===== src/rtl/synth_wrapper.sv =====
// synth_wrapper: 4-bit ALU with one registered output stage.
// Arithmetic, logic and shift ops; carry holds carry/borrow/shift-out.
package synth_wrapper_pkg;

  typedef enum logic [2:0] {
    OP_ADD = 3'b000,
    OP_SUB = 3'b001,
    OP_AND = 3'b010,
    OP_OR  = 3'b011,
    OP_XOR = 3'b100,
    OP_NOT = 3'b101,
    OP_SHR = 3'b110,
    OP_SHL = 3'b111
  } alu_op_e;

  typedef struct packed {
    logic       carry;
    logic [3:0] result;
  } alu_res_t;

endpackage

module synth_wrapper
  import synth_wrapper_pkg::*;
(
  input  logic       clk,
  input  logic       rst_n,
  input  logic [2:0] op,
  input  logic [3:0] a,
  input  logic [3:0] b,
  output logic [3:0] result,
  output logic       carry
);

  alu_op_e    op_e;
  alu_res_t   nxt;
  alu_res_t   q;
  logic [4:0] sum;
  logic [4:0] diff;
  logic [4:0] shr_ext;
  logic [4:0] shl_ext;

  assign op_e = alu_op_e'(op);

  // Extra bit catches the carry/borrow out of the 4-bit lane.
  assign sum  = {1'b0, a} + {1'b0, b};
  assign diff = {1'b0, a} - {1'b0, b};

  // Guard bit below a collects the last bit shifted out on SHR;
  // for b=0 it stays 0 and for b>=5 everything drops out.
  assign shr_ext = {a, 1'b0} >> b;

  // Guard bit above a collects the last bit shifted out on SHL.
  assign shl_ext = {1'b0, a} << b;

  // Operation select: combinational result and flag.
  always_comb begin
    nxt = '0;
    unique case (op_e)
      OP_ADD: nxt = sum;
      OP_SUB: nxt = diff;
      OP_AND: nxt.result = a & b;
      OP_OR:  nxt.result = a | b;
      OP_XOR: nxt.result = a ^ b;
      OP_NOT: nxt.result = ~a;
      OP_SHR: begin
        nxt.result = shr_ext[4:1];
        nxt.carry  = shr_ext[0];
      end
      OP_SHL: begin
        nxt.result = shl_ext[3:0];
        nxt.carry  = shl_ext[4];
      end
      default: nxt = '0;
    endcase
  end

  // Single output register; reset clears any pending result.
  always_ff @(posedge clk or negedge rst_n) begin
    if (!rst_n) begin
      q <= '0;
    end else begin
      q <= nxt;
    end
  end

  assign result = q.result;
  assign carry  = q.carry;

endmodule


===== config.mk =====
export PLATFORM = sky130hd
export DESIGN_NAME = synth_wrapper
export DESIGN_NICKNAME = d
export VERILOG_FILES = /design/src/rtl/synth_wrapper.sv
export SDC_FILE = /design/constraint.sdc
export NUM_CORES = 1
export LEC_CHECK = 0
export CAP_MARGIN = 10
export CORE_UTILIZATION = 53
export DETAILED_ROUTE_END_ITERATION = 8
export HOLD_SLACK_MARGIN = 0.06
export PLACE_DENSITY_LB_ADDON = 0.15
export SYNTH_ARGS = -nofsm -noshare
export SYNTH_HDL_FRONTEND = slang
export SYNTH_SLANG_ARGS = --single-unit

===== constraint.sdc =====
create_clock -name clk -period 0.9 [get_ports clk]
set_clock_uncertainty 0.1 [all_clocks]
set_input_delay 0.135 -clock clk [delete_from_list [all_inputs] [get_ports clk]]
set_output_delay 0.135 -clock clk [all_outputs]
set_load 0.01 [all_outputs]

==> results.txt, run 1 <==
----------------------------------------------------
[Synthesis]
  Post-synthesis register bit count ... 5
  Sequential fraction of the synthesis area ... 0.132
  Synth warn ... 0
  Cell count after synthesis ... 115
  Count of flip-flops with a built-in enable after synthesis ... 0
  Top_reg_cell synth ... sky130_fd_sc_hd__dfrtp_1
  Mean area per synthesized cell ... between 8 and 9 um^2
  Post-synthesis cell area ... 950 um^2
  Syn nets ... 143
  Proportion of synthesized flip-flops having asynchronous set or reset ... 1.00
  Yosys cell types ... 39

[Floorplanning]
  Starting density of the core ... 0.596
  Die extent in y ... approximately 44 um
  Top-Level Pins ... 18
  Row count ... 14
  Die width ... 44.3 um

[Clocking]
  # resized after CTS ... 94
  Sinks on the clock net ... 5
  Number of buffers added by the clock tree synthesis step ... 3
  Deepest clock path buffer count ... 2
  # Post-CTS Setup Buffers ... 8
  CTS Root Buffer Type ... sky130_fd_sc_hd__clkbuf_4
  Count of H-tree levels built during CTS ... 1

[Placement]
  HPWL reported at the end of detailed placement ... 2670 um
  Port Buffers ... 17
  Final estimated routing congestion in global placement ... between 0.9 and 1

[Run status]
  Run status ... did not finish
  Failing step ... 4_1_cts
  Error message ... [ERROR DPL-0038] Utilization greater than 100%, impossible to legalize

----------------------------------------------------
-- metrics by stage --
step	cells	cell area, um^2	util	setup slack (ns)
after detailed placement	190	1440	0.901	-1.50
after floorplan	115	967	-	-0.851
after global placement	190	1440	0.901	-1.38
-- synthesized netlist by cell type (all sizes together) (3+ instances only) --
library cell | n | area [um^2]
inv | 14 | 52.6
ha | 13 | 163
nor2 | 9 | 33.8
a21oi | 6 | 30.0
nand2 | 6 | 22.5
o21ai | 6 | 30.0
dfrtp | 5 | 125
mux2i | 5 | 50.1
nor2b | 5 | 31.3
clkbuf | 4 | 15.0
nor3 | 4 | 20.0
o211ai | 3 | 32.5
-- cells by family after synthesis --
| kind of cell | share of synthesized area |
|---|---|
| buf+inv | 0.0883 |
| xor+xnor | 0.0277 |
| mux | 0.100 |
| fa+ha+maj | 0.213 |
| flops | 0.132 |
| compound gates | 0.281 |
| simple gates | 0.158 |
==> inputs of run 2 (changes only) <==
CORE_AREA = 2 2 63 65   (was default)
CORE_UTILIZATION = default   (was 53)
DIE_AREA = 0 0 65 67   (was default)
HOLD_SLACK_MARGIN = default   (was 0.06)
==> results.txt, run 2 <==
----------------------------------------------------
[Run status]
  Run status ... finished with violations
  Failing checks ... negative setup slack

[Synthesis]
  Post-synthesis register bit count ... 5 (unchanged)
  Share of Yosys cell area claimed by the top area cell type ... 0.171 (unchanged)
  Most numerous cell in the Yosys netlist ... sky130_fd_sc_hd__inv_1
  Cell count after synthesis ... 115 (unchanged)
  Mean area per synthesized cell ... 8.26 um^2 (unchanged)
  Count of flip-flops with a built-in enable after synthesis ... 0 (unchanged)
  Sequential fraction of the synthesis area ... 0.132 (unchanged)
  Proportion of synthesized flip-flops having asynchronous set or reset ... 1.00 (unchanged)
  Syn nets ... 143 (unchanged)
  Post-synthesis cell area ... 950 um^2 (unchanged)
  Commonest cells post-synth ... sky130_fd_sc_hd__inv_1 (14), sky130_fd_sc_hd__ha_1 (13), sky130_fd_sc_hd__nor2_1 (9)
  Library cell occupying the most area in the post-synthesis netlist ... sky130_fd_sc_hd__ha_1
  Top_reg_cell synth ... sky130_fd_sc_hd__dfrtp_1
  Largest cells by area after synthesis ... sky130_fd_sc_hd__ha_1 (17%), sky130_fd_sc_hd__dfrtp_1 (13%), sky130_fd_sc_hd__inv_1 (5.5%)
  Yosys cell types ... 39 (unchanged)
  Synth warn ... 0 (unchanged)

[Floorplanning]
  Top-Level Pins ... 18 (unchanged)
  Row count ... 22 (+8)
  Floorplan die area ... ~0.0044 mm^2
  Die extent in y ... 67 um (+51%)
  Die width ... 65 um (+47%)
  Core area ... 0.00361 mm^2
  Starting density of the core ... 0.263 (-0.332)

[Detailed routing]
  Routed vias/inst ... 4.85
  First-pass iteration count of the detailed router ... 4
  DR vias ... 1096
  Total length of routed wires ... between 3000 and 4000 um
  Remaining antenna violation count after routing ... 0
  Starting DRC count in detailed routing ... 25
  Average routed wire per standard cell ... about 14 um
  Post-route DRC ... 0

[Power and ir drop]
  P per Cell Area ... 850 mW/mm^2
  Power share of the clock group ... 0.272
  Net load switching power ... 488 uW
  Pint ... 1000 uW
  Power share of the sequential group ... 0.174
  Leakage dissipation ... 0.000794 uW
  Switching part of the total ... 0.328
  Overall Power ... 1490 uW
  Combinational share of power ... 0.553
  Worst ir drop on vdd ... 0.297 mV

[Flow run]
  Number of max-cap violations ... 0

[Layout]
  Max FFs per register ... 4
  Area of the multi-input gates ... 895 um^2
  Commonest non-fill, non-tap cells in the layout ... sky130_fd_sc_hd__buf_4 (38), sky130_fd_sc_hd__buf_6 (11), sky130_fd_sc_hd__nor2_1 (8), sky130_fd_sc_hd__ha_1 (8), sky130_fd_sc_hd__buf_2 (6)
  Ratio of cells with drive above 1 in the final layout ... 0.556
  Synthesis-to-layout area growth ... 84.3%
  Number of antenna cells inserted ... 0
  Count of fill cells added during filler insertion ... 350
  NumNets Final ... 207
  Most frequent standard cell in the layout excluding fill and tap cells ... sky130_fd_sc_hd__buf_4
  Sequential cell area ... around 130 um^2

[Global route]
  Largest net degree at the start of global routing ... 14
  Overflow left after global routing ... 0
  Antenna violations before repair ... 0
  GRT Util Overall ... 0.149
  Number of global-route vias before repair ... 1081
  Wire length of the first global-routing pass ... 5040 um

[Clocking]
  Deepest clock path buffer count ... 2 (unchanged)
  CTS Root Buffer Type ... sky130_fd_sc_hd__clkbuf_8
  Sinks on the clock net ... 5 (unchanged)
  CTS tree ... built
  Number of buffers added by the clock tree synthesis step ... 3 (unchanged)
  Count of H-tree levels built during CTS ... 1 (unchanged)
  Clock transition at the register clock pins on the worst setup and hold paths after CTS ... 0.03 ns

[Min path]
  Hold Crit Class ... in -> async

[Timing]
  Total negative setup slack ... -2.89 ns
  Post-Route Hold Slack ... 0.0396 ns
  Tightest Pin Transition ... 0.256 ns
  Setup violators final ... 10
  Final Max Tran Viols ... 0
  Unrepaired setup endpoints after global routing ... true
  Final worst-path cycle share ... 1.83
  Final hold violation count ... 0
  Post-route setup slack ... -0.750 ns
  Min cycle time layout ... 1.65 ns
  Max transition margin ... 0.828
  Max Clock Freq ... 606 MHz

[Placement]
  Final estimated routing congestion in global placement ... 0.813 (-17%)
  HPWL reported at the end of detailed placement ... 2420 um (-9.3%)
  Port Buffers ... 17 (unchanged)

[Critical path]
  Required time of the worst setup path ... 0.90 ns
  Endpoint class of the critical path ... register
  CP Launch Type ... primary input
  Setup CP Type ... in -> reg
  Worst path arrival time ... roughly 1.7 ns
  Highest net fanout along the worst path ... 3

----------------------------------------------------
[run 2: cell counts after synthesis]
Identical to the previous run, type by type.
[run 2: path summary, 6_finish.rpt]
kind	slack [ns]	cells past startpoint	end	start
setup / recovery	-0.75	8	result[3]$_DFF_PN0_	b[3]
max in group asynchronous	0.47	1	result[0]$_DFF_PN0_	rst_n
hold / removal	0.04	1	result[2]$_DFF_PN0_	rst_n
min in group clk	0.36	5	result[0]$_DFF_PN0_	b[1]
[run 2: timing repair]
| action | CTS | global route |
|---|---|---|
| setup endpoints to repair | 10 | 10 |
| pin swaps | 20 | 8 |
| setup buffers | 4 | 4 |
| hold buffers | 0 | 0 |
| resized for setup | 98 | 18 |
[run 2: cell type report]
class	instances	share of cell area
Multi-Input combinational cell	90	0.511
Timing Repair Buffer	65	0.317
Sequential cell	5	0.0715
Inverter	14	0.0400
Tap cell	48	0.0343
Clock buffer	4	0.0257
[run 2: kinds of logic after synthesis]
logic type / synth area share
AOI/OAI and AO/OA: 0.281
and+or+nand+nor: 0.158
buffers and inverters: 0.0883
adders and majority gates: 0.213
muxes: 0.100
DFF: 0.132
xor gates and xnor gates: 0.0277
[run 2: metrics by stage]
stage | std cells | area [um^2] | setup WS [ns] | util
CTS | 222 | 1660 | -0.751 | 0.461
detailed placement | 214 | 1470 | -1.44 | 0.407
global route | 226 | 1750 | -0.793 | 0.485
global placement | 214 | 1470 | -1.41 | 0.407
floorplan | 115 | 967 | -0.851 | -
finish | 226 | 1750 | -0.750 | 0.485
[run 2: power by group through the flow]
stage	clock network, uW	registers (uW)	logic [uW]
detailed placement	0	263	696
finish	405	259	824
global placement	0	264	687
floorplan	0	280	323
CTS	420	260	769
global route	436	261	894
[run 2: routing by layer]
metal | up-vias | track usage | part of all wire
li1 | 546 | - | -
met5 | - | 0 | 0
met4 | 0 | 0.0452 | 0
met3 | 0 | 0.00845 | 0.030
met2 | 18 | 0.260 | 0.51
met1 | 532 | 0.195 | 0.46
[run 2: worst max-delay path: stages]
cell and delay [ns]:
sky130_fd_sc_hd__buf_8 0.10, sky130_fd_sc_hd__inv_6 0.05, sky130_fd_sc_hd__ha_4 0.20, sky130_fd_sc_hd__or3b_4 0.40
sky130_fd_sc_hd__o211ai_4 0.10, sky130_fd_sc_hd__o311ai_4 0.13, sky130_fd_sc_hd__a32o_1 0.23, sky130_fd_sc_hd__a221o_1 0.31
No activity file was read; power rests on OpenSTA's default activity.
==> inputs of run 3 (changes only) <==
==> constraint.sdc (replaced) <==
create_clock -name clk -period 1.55 [get_ports clk]
set_clock_uncertainty 0.1 [all_clocks]
set_input_delay 0.2325 -clock clk [delete_from_list [all_inputs] [get_ports clk]]
set_output_delay 0.2325 -clock clk [all_outputs]
set_load 0.1 [all_outputs]
==> results.txt, run 3 (synthesized netlist as in run 2, its figures left out) <==
----------------------------------------------------
[Detailed routing]
  Routed vias/inst ... 4.91 (+1.2%)
  Post-route DRC ... 0 (unchanged)
  Average routed wire per standard cell ... 14.0 um (+2.2%)
  Met2 wire length ... 1700 um (+8.5%)
  DR vias ... 1094 (-0.18%)
  Total length of routed wires ... 3120 um (+0.81%)
  Post-route met1 wirelength ... 1250 um (-13%)
  Met3 wire len ... 145 um (+58%)
  Remaining antenna violation count after routing ... 0 (unchanged)
  Starting DRC count in detailed routing ... 55 (+120%)
  First-pass iteration count of the detailed router ... 4 (unchanged)
  Highest routing layer actually used ... met4

[Flow run]
  Number of max-cap violations ... 0 (unchanged)

[Floorplanning]
  Starting density of the core ... 0.263 (unchanged)
  Die extent in y ... 67 um (unchanged)
  Top-Level Pins ... 18 (unchanged)
  Row count ... 22 (unchanged)
  Core area ... 0.00361 mm^2 (unchanged)
  Die width ... 65 um (unchanged)
  Floorplan die area ... 0.00436 mm^2 (unchanged)

[Timing]
  Tightest Pin Transition ... 0.285 ns (+0.0289 ns)
  Post-route setup slack ... -0.186 ns (+0.564 ns)
  Setup violators final ... 4 (-6)
  Final hold violation count ... 0 (unchanged)
  Final worst-path cycle share ... 1.12
  Max transition margin ... 0.809 (-0.0194)
  Min cycle time layout ... about 1.7 ns
  Final Max Tran Viols ... 0 (unchanged)
  Unrepaired setup endpoints after global routing ... true
  Max Clock Freq ... 576 MHz

[Clocking]
  Number of buffers added by the clock tree synthesis step ... 3 (unchanged)
  Sinks on the clock net ... 5 (unchanged)
  Clock transition at the register clock pins on the worst setup and hold paths after CTS ... 0.03 ns (about the same)
  Hold buffer count at CTS ... 0 (unchanged)
  CTS Root Buffer Type ... sky130_fd_sc_hd__clkbuf_8
  Count of H-tree levels built during CTS ... 1 (unchanged)
  CTS tree ... built
  Deepest clock path buffer count ... 2 (unchanged)

[Placement]
  Port Buffers ... 17 (unchanged)
  HPWL reported at the end of detailed placement ... 2510 um (+3.6%)
  Final estimated routing congestion in global placement ... 0.832 (+2.3%)
  Placed Area ... 0.00152 mm^2 (+3.4%)

[Power and ir drop]
  Worst ir drop on vdd ... 0.212 mV (-29%)
  P per Cell Area ... 597 mW/mm^2 (-30%)
  Leakage dissipation ... 0.000771 uW (-2.9%)
  Overall Power ... 990 uW (-33%)

[Critical path]
  CP Launch Type ... primary input
  Worst path arrival time ... 1.73 ns (+0.08 ns)
  Highest net fanout along the worst path ... 3 (unchanged)
  CP cell instances ... buf_6, inv_4, ha_4, or3b_4, o211ai_2, o311ai_4, a32o_1, a221o_1
  Slowest cell on crit path ... sky130_fd_sc_hd__or3b_4
  Endpoint class of the critical path ... register
  Required time of the worst setup path ... 1.55 ns (+0.65 ns)
  Delay of the slowest critical-path stage ... 0.39 ns (about the same)
  Setup CP Type ... in -> reg

[Layout]
  Most frequent standard cell in the layout excluding fill and tap cells ... sky130_fd_sc_hd__buf_4
  NumNets Final ... 204 (-1.4%)
  Commonest non-fill, non-tap cells in the layout ... sky130_fd_sc_hd__buf_4 (40), sky130_fd_sc_hd__nor2_1 (9), sky130_fd_sc_hd__ha_1 (9)
  Synthesis-to-layout area growth ... 74.7%
  Max FFs per register ... 4 (unchanged)
  Count of fill cells added during filler insertion ... 367 (+4.9%)
  Post-route cell area ... 0.00166 mm^2 (-5.2%)
  Ratio of cells with drive above 1 in the final layout ... 0.486 (-0.0705)
  Number of antenna cells inserted ... 0 (unchanged)

[Global route]
  Number of global-route vias before repair ... 1141 (+5.6%)
  Overflow left after global routing ... 0 (unchanged)
  Antenna violations before repair ... 0 (unchanged)
  Wire length of the first global-routing pass ... 5260 um (+4.2%)
  Largest net degree at the start of global routing ... 14 (unchanged)
  GRT Util Overall ... 0.159 (+0.0103)

[Min path]
  Hold Crit Class ... in -> async

[Run status]
  Failing checks ... negative setup slack
  Run status ... finished with violations

----------------------------------------------------
-- run 3: layout make-up --
| cell class | instances | area [um^2] | area share |
|---|---|---|---|
| multi-input combinational | 90 | 812 | 0.489 |
| clock buffer | 4 | 45.0 | 0.0271 |
| timing repair buffer | 62 | 557 | 0.336 |
| inverter | 14 | 60.1 | 0.0362 |
| tap | 48 | 60.1 | 0.0362 |
| sequential | 5 | 125 | 0.0754 |
-- run 3: per-stage QoR --
stage	hold slack (ns)	setup slack [ns]	util	std cells	setup TNS (ns)
after floorplan	-0.163	-0.298	-	115	-0.601
after global placement	0.368	-0.846	0.421	214	-3.68
after detailed placement	0.367	-0.868	0.421	214	-3.81
after CTS	0.131	-0.179	0.456	223	-0.327
after global routing	0.140	-0.224	0.460	223	-0.557
final	0.130	-0.186	0.460	223	-0.278
-- run 3: critical path: cells and delay by family --
kind	cells	cell delay (ns)
AOI/OAI and AO/OA	4	0.75
buffers and inverters	2	0.15
and+or+nand+nor	1	0.39
adders and majority gates	1	0.20
-- run 3: power by group --
group          switching (uW)  internal (uW)  total, uW
Sequential               13.4            148        161
Combinational             318            276        594
Clock                    58.5            176        235
-- run 3: worst paths after layout --
path / from / end / cells after the start
setup / recovery: b[3] / result[3]$_DFF_PN0_ / 8
max in group asynchronous: rst_n / result[0]$_DFF_PN0_ / 1
min in group clk: b[3] / carry$_DFF_PN0_ / 6
hold / removal: rst_n / result[2]$_DFF_PN0_ / 1
-- run 3: what timing repair did --
item / 4_1_cts / 5_1_grt
setup endpoints to repair: 5 / 4
setup buffers: 5 / 0
endpoints found under the hold margin: 0 / 0
resized for setup: 55 / 6
pin swaps: 14 / 8
-- run 3: metal layers --
layer / vias to the layer above / track usage
li1: 539 / -
met1: 524 / 0.173
met2: 25 / 0.316
met3: 6 / 0.0220
met4: 0 / 0.0452
met5: - / 0
==> inputs of run 4 (changes only) <==
==> constraint.sdc (replaced) <==
create_clock -name clk -period 1.55 [get_ports clk]
set_clock_uncertainty 0.1 [all_clocks]
set_input_delay 0.31 -clock clk [delete_from_list [all_inputs] [get_ports clk]]
set_output_delay 0.31 -clock clk [all_outputs]
set_load 0.1 [all_outputs]
==> results.txt, run 4 (synthesized netlist as in run 2, its figures left out) <==
----------------------------------------------------
[Flow run]
  Number of max-cap violations ... 0 (unchanged)

[Power and ir drop]
  Overall Power ... 1010 uW (+1.5%)
  Combinational share of power ... 0.604 (+0.004)
  Power share of the clock group ... 0.236 (about the same)
  Power share of the sequential group ... 0.161 (-0.002)
  P per Cell Area ... 596 mW/mm^2 (about the same)
  Worst ir drop on vdd ... 0.203 mV (-4.5%)
  Leakage dissipation ... 0.000771 uW (about the same)
  Switching part of the total ... 0.398 (+0.00391)
  Net load switching power ... 400 uW (+2.5%)
  Pint ... 605 uW (+0.84%)

[Placement]
  Port Buffers ... 17 (unchanged)
  Worst setup slack after placement ... -0.943 ns (-0.0749 ns)
  Final estimated routing congestion in global placement ... 0.832 (unchanged)
  Placed Area ... 0.00152 mm^2 (unchanged)
  HPWL reported at the end of detailed placement ... 2470 um (-1.6%)

[Timing]
  Min cycle time layout ... 1.81 ns (+0.0752 ns)
  Setup violators final ... 4 (unchanged)
  Final hold violation count ... 0 (unchanged)
  Max Clock Freq ... 552 MHz (-4.1%)
  Final worst-path cycle share ... 1.17 (+0.0485)
  Post-Route Hold Slack ... 0.205 ns (+0.0752 ns)
  Max transition margin ... 0.798 (-0.0110)
  Unrepaired setup endpoints after global routing ... true
  Post-route setup slack ... -0.261 ns (-0.0752 ns)
  Tightest Pin Transition ... 0.300 ns (+0.0155 ns)
  Final Max Tran Viols ... 0 (unchanged)

[Run status]
  Failing checks ... negative setup slack
  Run status ... finished with violations

[Layout]
  Ratio of cells with drive above 1 in the final layout ... 0.497 (+0.0114)
  Number of antenna cells inserted ... 0 (unchanged)
  Sequential cell area ... 125 um^2 (unchanged)
  Count of fill cells added during filler insertion ... 358 (-2.5%)
  Synthesis-to-layout area growth ... 77.5%
  NumNets Final ... 202 (-0.98%)
  Max FFs per register ... 4 (unchanged)
  Post-route cell area ... 0.00169 mm^2 (+1.6%)
  Most frequent standard cell in the layout excluding fill and tap cells ... sky130_fd_sc_hd__buf_4
  Final core utilization ... 0.467 (+0.00729)
  Area of the multi-input gates ... 836 um^2 (+2.9%)
  Commonest non-fill, non-tap cells in the layout ... sky130_fd_sc_hd__buf_4 (39), sky130_fd_sc_hd__nor2_1 (9), sky130_fd_sc_hd__ha_1 (9)

[Floorplanning]
  Row count ... 22 (unchanged)
  Core area ... 0.00361 mm^2 (unchanged)
  Top-Level Pins ... 18 (unchanged)
  Floorplan die area ... 0.00436 mm^2 (unchanged)
  Starting density of the core ... 0.263 (unchanged)
  Die width ... 65 um (unchanged)
  Die extent in y ... 67 um (unchanged)

[Detailed routing]
  First-pass iteration count of the detailed router ... 4 (unchanged)
  Average routed wire per standard cell ... 14.5 um (+3.5%)
  Total length of routed wires ... 3200 um (+2.6%)
  Starting DRC count in detailed routing ... 77 (+40%)
  DR vias ... 1122 (+2.6%)
  Routed vias/inst ... 5.08 (+3.5%)
  Post-route DRC ... 0 (unchanged)
  Remaining antenna violation count after routing ... 0 (unchanged)

[Clocking]
  Hold buffer count at CTS ... 0 (unchanged)
  Count of H-tree levels built during CTS ... 1 (unchanged)
  Clock transition at the register clock pins on the worst setup and hold paths after CTS ... 0.03 ns (about the same)
  CTS tree ... built
  Number of buffers added by the clock tree synthesis step ... 3 (unchanged)
  CTS Root Buffer Type ... sky130_fd_sc_hd__clkbuf_8
  Sinks on the clock net ... 5 (unchanged)
  Deepest clock path buffer count ... 2 (unchanged)

[Global route]
  GRT Util Overall ... 0.155 (-0.00340)
  Wire length of the first global-routing pass ... 5090 um (-3.1%)
  Number of global-route vias before repair ... 1098 (-3.8%)
  Overflow left after global routing ... 0 (unchanged)
  Antenna violations before repair ... 0 (unchanged)
  Largest net degree at the start of global routing ... 14 (unchanged)

[Critical path]
  Required time of the worst setup path ... 1.55 ns (about the same)
  Highest net fanout along the worst path ... 3 (unchanged)
  Setup CP Type ... in -> reg
  Worst path arrival time ... 1.81 ns (+0.08 ns)
  CP Launch Type ... primary input
  Endpoint class of the critical path ... register

[Min path]
  Hold Crit Class ... in -> async

----------------------------------------------------
## run 4: worst paths after layout
path	startpoint	end	slack, ns	cells past startpoint
min in group clk	a[3]	result[3]$_DFF_PN0_	0.56	5
max in group asynchronous	rst_n	result[1]$_DFF_PN0_	0.97	1
worst max-delay path	b[3]	result[3]$_DFF_PN0_	-0.26	8
worst min-delay path	rst_n	result[2]$_DFF_PN0_	0.20	1
## run 4: cell type report
cell class                 instances  share of cell area
clock buffer                       4              0.0267
inverter                          14              0.0386
multi-input combinational         90               0.496
sequential                         5              0.0742
tap                               48              0.0356
timing repair buffer              60               0.329
## run 4: worst max-delay path, stage by stage
cell	delay, ns
sky130_fd_sc_hd__buf_8	0.10
sky130_fd_sc_hd__inv_6	0.05
sky130_fd_sc_hd__ha_4	0.20
sky130_fd_sc_hd__or3b_4	0.39
sky130_fd_sc_hd__o211ai_2	0.10
sky130_fd_sc_hd__o311ai_4	0.13
sky130_fd_sc_hd__a32o_1	0.23
sky130_fd_sc_hd__a221o_1	0.31
## run 4: per-layer routing
metal  global-route usage  part of all wire  up-vias
li1                     -                 -      534
met1                0.178              0.40      554
met5                    0                 0        -
met2                0.300              0.55       30
met4               0.0479            0.0081        0
met3               0.0152             0.038        4
## run 4: timing repair
item,4_1_cts,5_1_grt
setup endpoints to repair,5,5
buffers inserted,3,0
resized for setup,55,17
pin swaps,16,11
## run 4: power by group through the flow
stage	Sequential, uW	Combinational (uW)	Clock, uW
5_1_grt	163	645	260
6_report	161	607	237
2_1_floorplan	276	187	0
3_3_place_gp	163	551	0
4_1_cts	162	584	244
3_5_place_dp	164	557	0
## run 4: through the flow
stage	TNS, ns	cells
2_1_floorplan	-0.959	115
3_3_place_gp	-4.06	214
3_5_place_dp	-4.12	214
4_1_cts	-0.686	221
5_1_grt	-0.791	221
6_report	-0.511	221
